[config.mk]
export PLATFORM = sky130hd
export DESIGN_NAME = mmio_bus_router
export DESIGN_NICKNAME = d
export VERILOG_FILES = /design/src/rtl/mmio_bus_pkg.sv /design/src/rtl/mmio_wait_timer.sv /design/src/rtl/mmio_bus_router.sv
export SDC_FILE = /design/constraint.sdc
export NUM_CORES = 1
export LEC_CHECK = 0
export ABC_AREA = 1
export BUFFER_PORTS_ARGS = -buffer_cell sky130_fd_sc_hd__buf_2
export CAP_MARGIN = 20
export CORE_ASPECT_RATIO = 0.5
export CORE_MARGIN = 2
export CORE_UTILIZATION = 30
export CTS_CLUSTER_SIZE = 16
export DETAILED_ROUTE_END_ITERATION = 8
export GPL_ROUTABILITY_DRIVEN = 0
export SYNTH_ARGS = -nofsm -noshare
export SYNTH_HDL_FRONTEND = slang
export SYNTH_SLANG_ARGS = --single-unit
[constraint.sdc]
create_clock -name clk -period 5.7 [get_ports clk]
set_clock_uncertainty 0.15 [all_clocks]
set_input_delay 0.285 -clock clk [delete_from_list [all_inputs] [get_ports clk]]
set_output_delay 0.285 -clock clk [all_outputs]
set_load 0.005 [all_outputs]
[src/rtl/mmio_bus_pkg.sv]
`default_nettype none
// ============================================================================
//  Module      : mmio_bus_pkg
//  Description : Shared types and constants for the MMIO bus router.
//  Revision    : 1.0 - initial release
// ============================================================================
package mmio_bus_pkg;

    typedef enum logic [1:0] {
        ST_IDLE   = 2'd0,
        ST_ACCESS = 2'd1,
        ST_RESP   = 2'd2
    } state_t;

    // Access size / signedness encodings carried on m_rw_type / s_rw_type
    localparam logic [2:0] c_rw_b  = 3'b000;
    localparam logic [2:0] c_rw_h  = 3'b001;
    localparam logic [2:0] c_rw_w  = 3'b010;
    localparam logic [2:0] c_rw_bu = 3'b100;
    localparam logic [2:0] c_rw_hu = 3'b101;

    localparam int c_sel_hi_def = 31;
    localparam int c_sel_lo_def = 28;

endpackage
`default_nettype wire

[src/rtl/mmio_wait_timer.sv]
`default_nettype none
// ============================================================================
//  Module      : mmio_wait_timer
//  Description : Access-cycle counter with clear and timeout flag.
//  Revision    : 1.0 - initial release
// ============================================================================
module mmio_wait_timer #(
    parameter int TIMEOUT = 15
) (
    input  logic clk,
    input  logic rst,
    input  logic i_clr,
    input  logic i_en,
    output logic o_timeout
);

    logic [7:0] r_cnt;

    always_ff @(posedge clk or posedge rst) begin
        if (rst) begin
            r_cnt <= '0;
        end else if (i_clr) begin
            r_cnt <= '0;
        end else if (i_en) begin
            r_cnt <= r_cnt + 8'd1;
        end
    end

    // Flag is raised during the TIMEOUT-th enabled cycle so the FSM leaves on that edge
    assign o_timeout = i_en && (r_cnt == 8'(TIMEOUT - 1));

endmodule
`default_nettype wire

[src/rtl/mmio_bus_router.sv]
`default_nettype none
// ============================================================================
//  Module      : mmio_bus_router
//  Description : Single-master MMIO router decoding an address field to one
//                of NUM_SLV slaves, with ack timeout and error counting.
//  Revision    : 1.0 - initial release
// ============================================================================
module mmio_bus_router
    import mmio_bus_pkg::*;
#(
    parameter int NUM_SLV = 4,
    parameter int DW      = 32,
    parameter int AW      = 32,
    parameter int SEL_HI  = c_sel_hi_def,
    parameter int SEL_LO  = c_sel_lo_def,
    parameter int TIMEOUT = 15
) (
    input  logic                  clk,
    input  logic                  rst,
    input  logic                  m_req,
    input  logic                  m_we,
    input  logic [AW-1:0]         m_addr,
    input  logic [DW-1:0]         m_wdata,
    input  logic [2:0]            m_rw_type,
    output logic                  m_ready,
    output logic [DW-1:0]         m_rdata,
    output logic                  m_err,
    output logic [NUM_SLV-1:0]    s_req,
    output logic                  s_we,
    output logic [AW-1:0]         s_addr,
    output logic [DW-1:0]         s_wdata,
    output logic [2:0]            s_rw_type,
    input  logic [NUM_SLV-1:0]    s_ack,
    input  logic [NUM_SLV*DW-1:0] s_rdata,
    output logic [7:0]            err_cnt
);

    localparam int c_idx_w = SEL_HI - SEL_LO + 1;

    state_t               r_state;
    state_t               w_next;
    logic [c_idx_w-1:0]   w_idx;
    logic [c_idx_w-1:0]   r_idx;
    logic                 w_decode_ok;
    logic [AW-1:0]        w_addr_masked;
    logic                 r_we;
    logic [AW-1:0]        r_addr;
    logic [DW-1:0]        r_wdata;
    logic [2:0]           r_rw_type;
    logic                 w_ack;
    logic [DW-1:0]        w_sel_rdata;
    logic                 w_timeout;
    logic                 w_err_event;
    logic [NUM_SLV-1:0]   w_s_req;
    logic                 r_ready;
    logic                 r_err;
    logic [DW-1:0]        r_rdata;
    logic [7:0]           r_err_cnt;

    assign w_idx       = m_addr[SEL_HI:SEL_LO];
    assign w_decode_ok = (int'(w_idx) < NUM_SLV);

    always_comb begin
        w_addr_masked                = m_addr;
        w_addr_masked[SEL_HI:SEL_LO] = '0;
    end

    // Only the selected slave's ack and data are visible; strays are dropped here
    always_comb begin
        w_ack       = 1'b0;
        w_sel_rdata = '0;
        for (int i = 0; i < NUM_SLV; i++) begin
            if (r_idx == c_idx_w'(i)) begin
                w_ack       = s_ack[i];
                w_sel_rdata = s_rdata[i*DW +: DW];
            end
        end
    end

    mmio_wait_timer #(
        .TIMEOUT (TIMEOUT)
    ) u_wait_timer (
        .clk       (clk),
        .rst       (rst),
        .i_clr     (r_state != ST_ACCESS),
        .i_en      (r_state == ST_ACCESS),
        .o_timeout (w_timeout)
    );

    // ---------------- FSM: state register ----------------
    always_ff @(posedge clk or posedge rst) begin
        if (rst) begin
            r_state <= ST_IDLE;
        end else begin
            r_state <= w_next;
        end
    end

    // ---------------- FSM: next state ----------------
    always_comb begin
        w_next = r_state;
        case (r_state)
            ST_IDLE:   if (m_req) w_next = w_decode_ok ? ST_ACCESS : ST_RESP;
            ST_ACCESS: if (w_ack || w_timeout) w_next = ST_RESP;
            ST_RESP:   w_next = ST_IDLE;
            default:   w_next = ST_IDLE;
        endcase
    end

    // ---------------- FSM: outputs ----------------
    always_comb begin
        w_s_req = '0;
        for (int i = 0; i < NUM_SLV; i++) begin
            w_s_req[i] = (r_state == ST_ACCESS) && (r_idx == c_idx_w'(i));
        end
    end

    assign w_err_event = ((r_state == ST_IDLE) && m_req && !w_decode_ok) ||
                         ((r_state == ST_ACCESS) && !w_ack && w_timeout);

    // Response registers default to zero so m_rdata/m_err only show during RESP
    always_ff @(posedge clk or posedge rst) begin
        if (rst) begin
            r_idx     <= '0;
            r_we      <= 1'b0;
            r_addr    <= '0;
            r_wdata   <= '0;
            r_rw_type <= '0;
            r_ready   <= 1'b0;
            r_err     <= 1'b0;
            r_rdata   <= '0;
            r_err_cnt <= '0;
        end else begin
            r_ready <= 1'b0;
            r_err   <= 1'b0;
            r_rdata <= '0;
            case (r_state)
                ST_IDLE: begin
                    if (m_req) begin
                        r_idx     <= w_idx;
                        r_we      <= m_we;
                        r_addr    <= w_addr_masked;
                        r_wdata   <= m_wdata;
                        r_rw_type <= m_rw_type;
                        if (!w_decode_ok) begin
                            r_ready <= 1'b1;
                            r_err   <= 1'b1;
                        end
                    end
                end
                ST_ACCESS: begin
                    if (w_ack) begin
                        r_ready <= 1'b1;
                        r_rdata <= w_sel_rdata;
                    end else if (w_timeout) begin
                        r_ready <= 1'b1;
                        r_err   <= 1'b1;
                    end
                end
                default: ;
            endcase
            if (w_err_event && (r_err_cnt != 8'hFF)) begin
                r_err_cnt <= r_err_cnt + 8'd1;
            end
        end
    end

    assign s_req     = w_s_req;
    assign s_we      = r_we;
    assign s_addr    = r_addr;
    assign s_wdata   = r_wdata;
    assign s_rw_type = r_rw_type;
    assign m_ready   = r_ready;
    assign m_err     = r_err;
    assign m_rdata   = r_rdata;
    assign err_cnt   = r_err_cnt;

endmodule
`default_nettype wire

-- Word level (Yosys, flattened, before mapping)
Index checks and enable logic that the tools add are counted.
- memories kept: 0
- memory bits (writable): 0
- ROM bits: 0
- output and inout port bits: 114
- latch bits: 0
- register bits after elaboration: 120
- add/subtract/negate cells: 2
- muxes and demuxes: 23
- reduce and logical (&&, ||, !) cells: 19
- equal/unequal tests: 9
- $lt $le $gt $ge: 1
- div/mod/pow operators: 0
- shifts and indexed selects: 0
- bitwise operators: 0
- multipliers: 0
- operators with widths (cell ; count):
    32-bit 2-to-1 mux ; 6
    8-bit by 1-bit adder with 8-bit output, second input constant ; 2
    8-bit 2-to-1 mux ; 2
    1-bit logical AND ; 10
    1-bit 2-to-1 mux ; 9
    4-bit by 2-bit == test with 1-bit output, second input constant ; 2
    8-bit by 4-bit == test with 1-bit output, second input constant ; 1
    8-bit != test, second input constant ; 1
    2-bit 2-to-1 mux ; 3
    4-bit by 1-bit == test with 1-bit output, second input constant ; 1
    4-bit zero test ; 1
    4-bit by 3-bit < comparator with 1-bit output, second input constant ; 1
    2-bit != test, second input constant ; 2
    1-bit case mux with 2 select lines ; 2
    2-bit case mux with 2 select lines ; 1
    2-bit AND reduction ; 2
    2-bit by 1-bit == test with 1-bit output, second input constant ; 1
    1-bit zero test ; 2
    2-bit zero test ; 1
    1-bit logical OR ; 2
    2-bit by 1-bit != test with 1-bit output, second input constant ; 1
    2-bit nonzero test ; 1

-- Logic depth before layout (Yosys ltp)
- depth after elaboration: 10
- depth in mapped cells: 11
- gate-level depth less buffers: 10

-- Cells and area by module
Synthesis repeated with hierarchy kept, for this count alone.
- cells, all modules: 668
- area total of the unflattened synthesis: 5619.1 um2
- modules (own cells, without submodules) (module ; cells each ; instances ; area an instance (um2)):
    mmio_bus_router ; 605 ; 1 ; 5132.4
    mmio_wait_timer ; 63 ; 1 ; 486.7

-- Worst setup path before layout
No wires, ideal clock.
- path type: reg2out
- start point: reg r_idx[3]
- end point: out s_req[1]
- path slack: 4.117 ns
- data arrival time: 1.148 ns
- data required time: 5.265 ns
- stages on the path, launching flop included: 6
- cell sequence: dfrtp_1 > nor2_2 > buf_4 > buf_2 > nand2_1 > nor2_1
- word-level cells in the longest chain between the ends: 2
- RTL lines (item ; RTL line ; RTL):
    start: declaration ; mmio_bus_router.sv:43 ; logic [c_idx_w-1:0] r_idx;
    start signal: assignment ; mmio_bus_router.sv:140 ; r_idx <= w_idx;
    4-bit by 1-bit == test with 1-bit output ; mmio_bus_router.sv:114 ; w_s_req[i] = (r_state == ST_ACCESS) && (r_idx == c_idx_w'(i));
    1-bit logical AND ; mmio_bus_router.sv:114 ;
    end: declaration ; mmio_bus_router.sv:28 ; output logic [NUM_SLV-1:0] s_req,
No other way between the ends.

-- Worst setup path after layout
- start point: reg r_idx[0]
- end point: out s_req[0]
- word-level cells in the longest chain between the ends: 2
- RTL lines (item ; RTL line):
    4-bit zero test ; mmio_bus_router.sv:114
    1-bit logical AND ; mmio_bus_router.sv:114
No other way between the ends.

==> results.toml <==
[setup_path]
crit_chain = "buf_16, nor2_2, nand2_2, nor2_1, buf_2"
endpoint_kind = "primary output"
critPathSlowestCell = "nor2_2"
slowest_delay_ps = 610
path_buf_inv = 2
crit_fanout = 30
cp_top_family = "simple AND/OR/NAND/NOR gates"
cp.arrival_ps = 2510
cp-start-kind = "register"
worst-setup-path-type = "reg2out"
worstPathRequired_ps = 5270

[grt]
grt_pass1_vias = 6012
antenna_found_initial = 1
grt_pass1_wl_um = 30820
grt_usage_pct = 19.87
grt_max_degree = 67
overflow = 0

[drt]
wl_per_cell_um = 14.81
postRouteAntennaNets = 0
drtPass1Iterations = 5
drt_iter0_drc = 255
drc = 0
routed_wl_um = 19450
vias = 6051
via_per_inst = 4.609

[yosys]
mappedNetlistArea_mm2 = 0.005514
synthFlopType = "dfrtp_1"
yosysMostFrequentCell = "nand2_1"
ys_types = 30
synthCells = 672
synth.avg_cell_area_um2 = 8.205
yosys_register_bits = 120
synth_warnings = 0
yosysTopAreaCell = "dfrtp_1"
synth_edf_count = 0
synthTopCellsByCount = "nand2_1, dfrtp_1, nand3_1"
yosys-top-cells-area = "dfrtp_1, nand2_1, nand3_1"
yosysSeqAreaShare_pct = 54.46
synthDominantCellAreaShare_pct = 54.46
synthArstFlopShare_pct = 100.0

[floorplan]
die_x_um = 195.7
core_mm2 = 0.01770
initial_core_util_pct = 31.16
num_io_pins = 317
die_h_um = 99.87
die_area_mm2 = 0.01955
rows = 34

[sta]
fmax_ghz = 0.3400
finalCritPeriodShare_pct = 51.60
tightest_slew_ps = 834.3
holdWs_ps = 12.12
relSlewSlack_pct = 44.38
setup_viol = 0
setup_tns_ps = 0
grt_setup_unrepaired = "no"
drv_slew = 0
final_hold_viol_count = 0
fin_crit_ps = 2941

[clock_tree]
cts_tree = "done"
cts_buffers = 17
clk_latency_ps = 410
path_clk_slew_ps = 60
clockBufferDepth = 2
ctsResizeCount = 0
cts_setup_buffers = 0
clock-sinks = 120
cts-root-buf = "clkbuf_16"
htreeDepth = 4

[cells_and_area]
drive_gt1_share_pct = 34.04
syn_to_final_growth_pct = 61.15
finalNetCount = 1271

[pwr]
powerDensity_mw_per_mm2 = 434.5
p_leak_nw = 4.792
vdd_drop_max_v = 0.0001705

[min_path]
min_path_type = "in2reg"

[placed_design]
port_buffers = 312
dp_hpwl_um = 13210

[run_status]
outcome = "finished clean"

[run]
cap_violations = 0
==> metrics by stage <==
step	util, %	power [W]	worst slack [ps]	cells	area, um^2
2_1_floorplan	-	0.002043	2079	675	5525
3_3_place_gp	40.86	0.002559	2702	1185	7231
3_5_place_dp	40.97	0.002596	2626	1186	7251
4_1_cts	49.89	0.003872	2400	1310	8828
5_1_grt	50.20	0.004141	2628	1312	8884
6_report	50.21	0.003861	2759	1313	8886
==> state kept, by name, indices dropped and copies added (netlist names) <==
signal and flops:
r_state 2, u_wait_timer.r_cnt 8, s_we 1, m_err 1, m_ready 1, m_rdata 32, s_rw_type 3, r_idx 4
s_wdata 32, s_addr 28, err_cnt 8
==> power by group <==
part	total (W)	switching, W	internal, W
registers	0.00131	0.000181	0.00113
logic	0.00135	0.000800	0.000555
clock network	0.00120	0.000374	0.000821
==> cells by family (layout without fill, tap and decap cells) <==
kind of cell    count (synthesis)  count (layout)  synth area share, %
simple gates                  377             377                28.91
flops                         120             120                54.46
compound gates                 91              91                9.122
buf+inv                        74             477                5.809
xor+xnor                        6               6               0.9532
fa+ha+maj                       3               3               0.6808
other cells                     1               5              0.06801
==> cell usage in the layout, fill, tap and decap left out, drive strengths merged <==
cell type / count
nand4: 2
xor2: 3
o211ai: 18
or2: 1
buf: 320
clkinv: 3
a21oi: 3
o21a: 1
conb: 4
dlygate4sd3: 92
nand2: 231
nor3b: 1
nand3: 84
xnor2: 3
nor2: 53
o21ai: 69
nor3: 4
clkbuf: 24
diode: 1
nand3b: 1
ha: 3
inv: 33
bufinv: 5
dfrtp: 120
==> worst paths after layout <==
kind | startpoint | end | slack (ps) | cells after the start
min in group asynchronous | rst | s_addr[0] | 400 | 3
max | r_idx[0] | s_req[0] | 2760 | 5
max in group asynchronous | rst | m_rdata[10] | 3690 | 4
min | s_rdata[117] | m_rdata[21] | 10 | 3
min reg2reg | s_addr[4] | s_addr[4] | 320 | 2
max reg2reg | r_idx[0] | m_rdata[27] | 2900 | 6
==> final cells by class <==
cell class | instances | area (um^2)
fillers | 1690 | 8811
flip-flops and latches | 120 | 3003
repair buffers | 412 | 2595
multi-input cells | 481 | 2210
clock buffers | 24 | 491.7
well taps | 234 | 292.8
clock inverters | 8 | 165.2
inverters | 33 | 126.4
diodes | 1 | 2.502
==> tightest hold or removal path, stage by stage <==
cell	delay, ps
buf_2	80
o21ai_0	70
nor2_1	90
==> what timing repair did <==
item                                    4_1_cts  5_1_grt
hold endpoints to repair                    147        0
hold buffers                                 92        0
endpoints found under the setup margin        0        0
==> per-layer routing <==
layer,wire length (um),vias to the layer above,track usage [%]
met5,0,-,0
met4,401,0,7.459
met3,929,29,2.991
met2,9838,215,35.74
met1,8278,2853,24.54
li1,-,2954,-
Note: power is estimated with default switching activity, not from simulation.
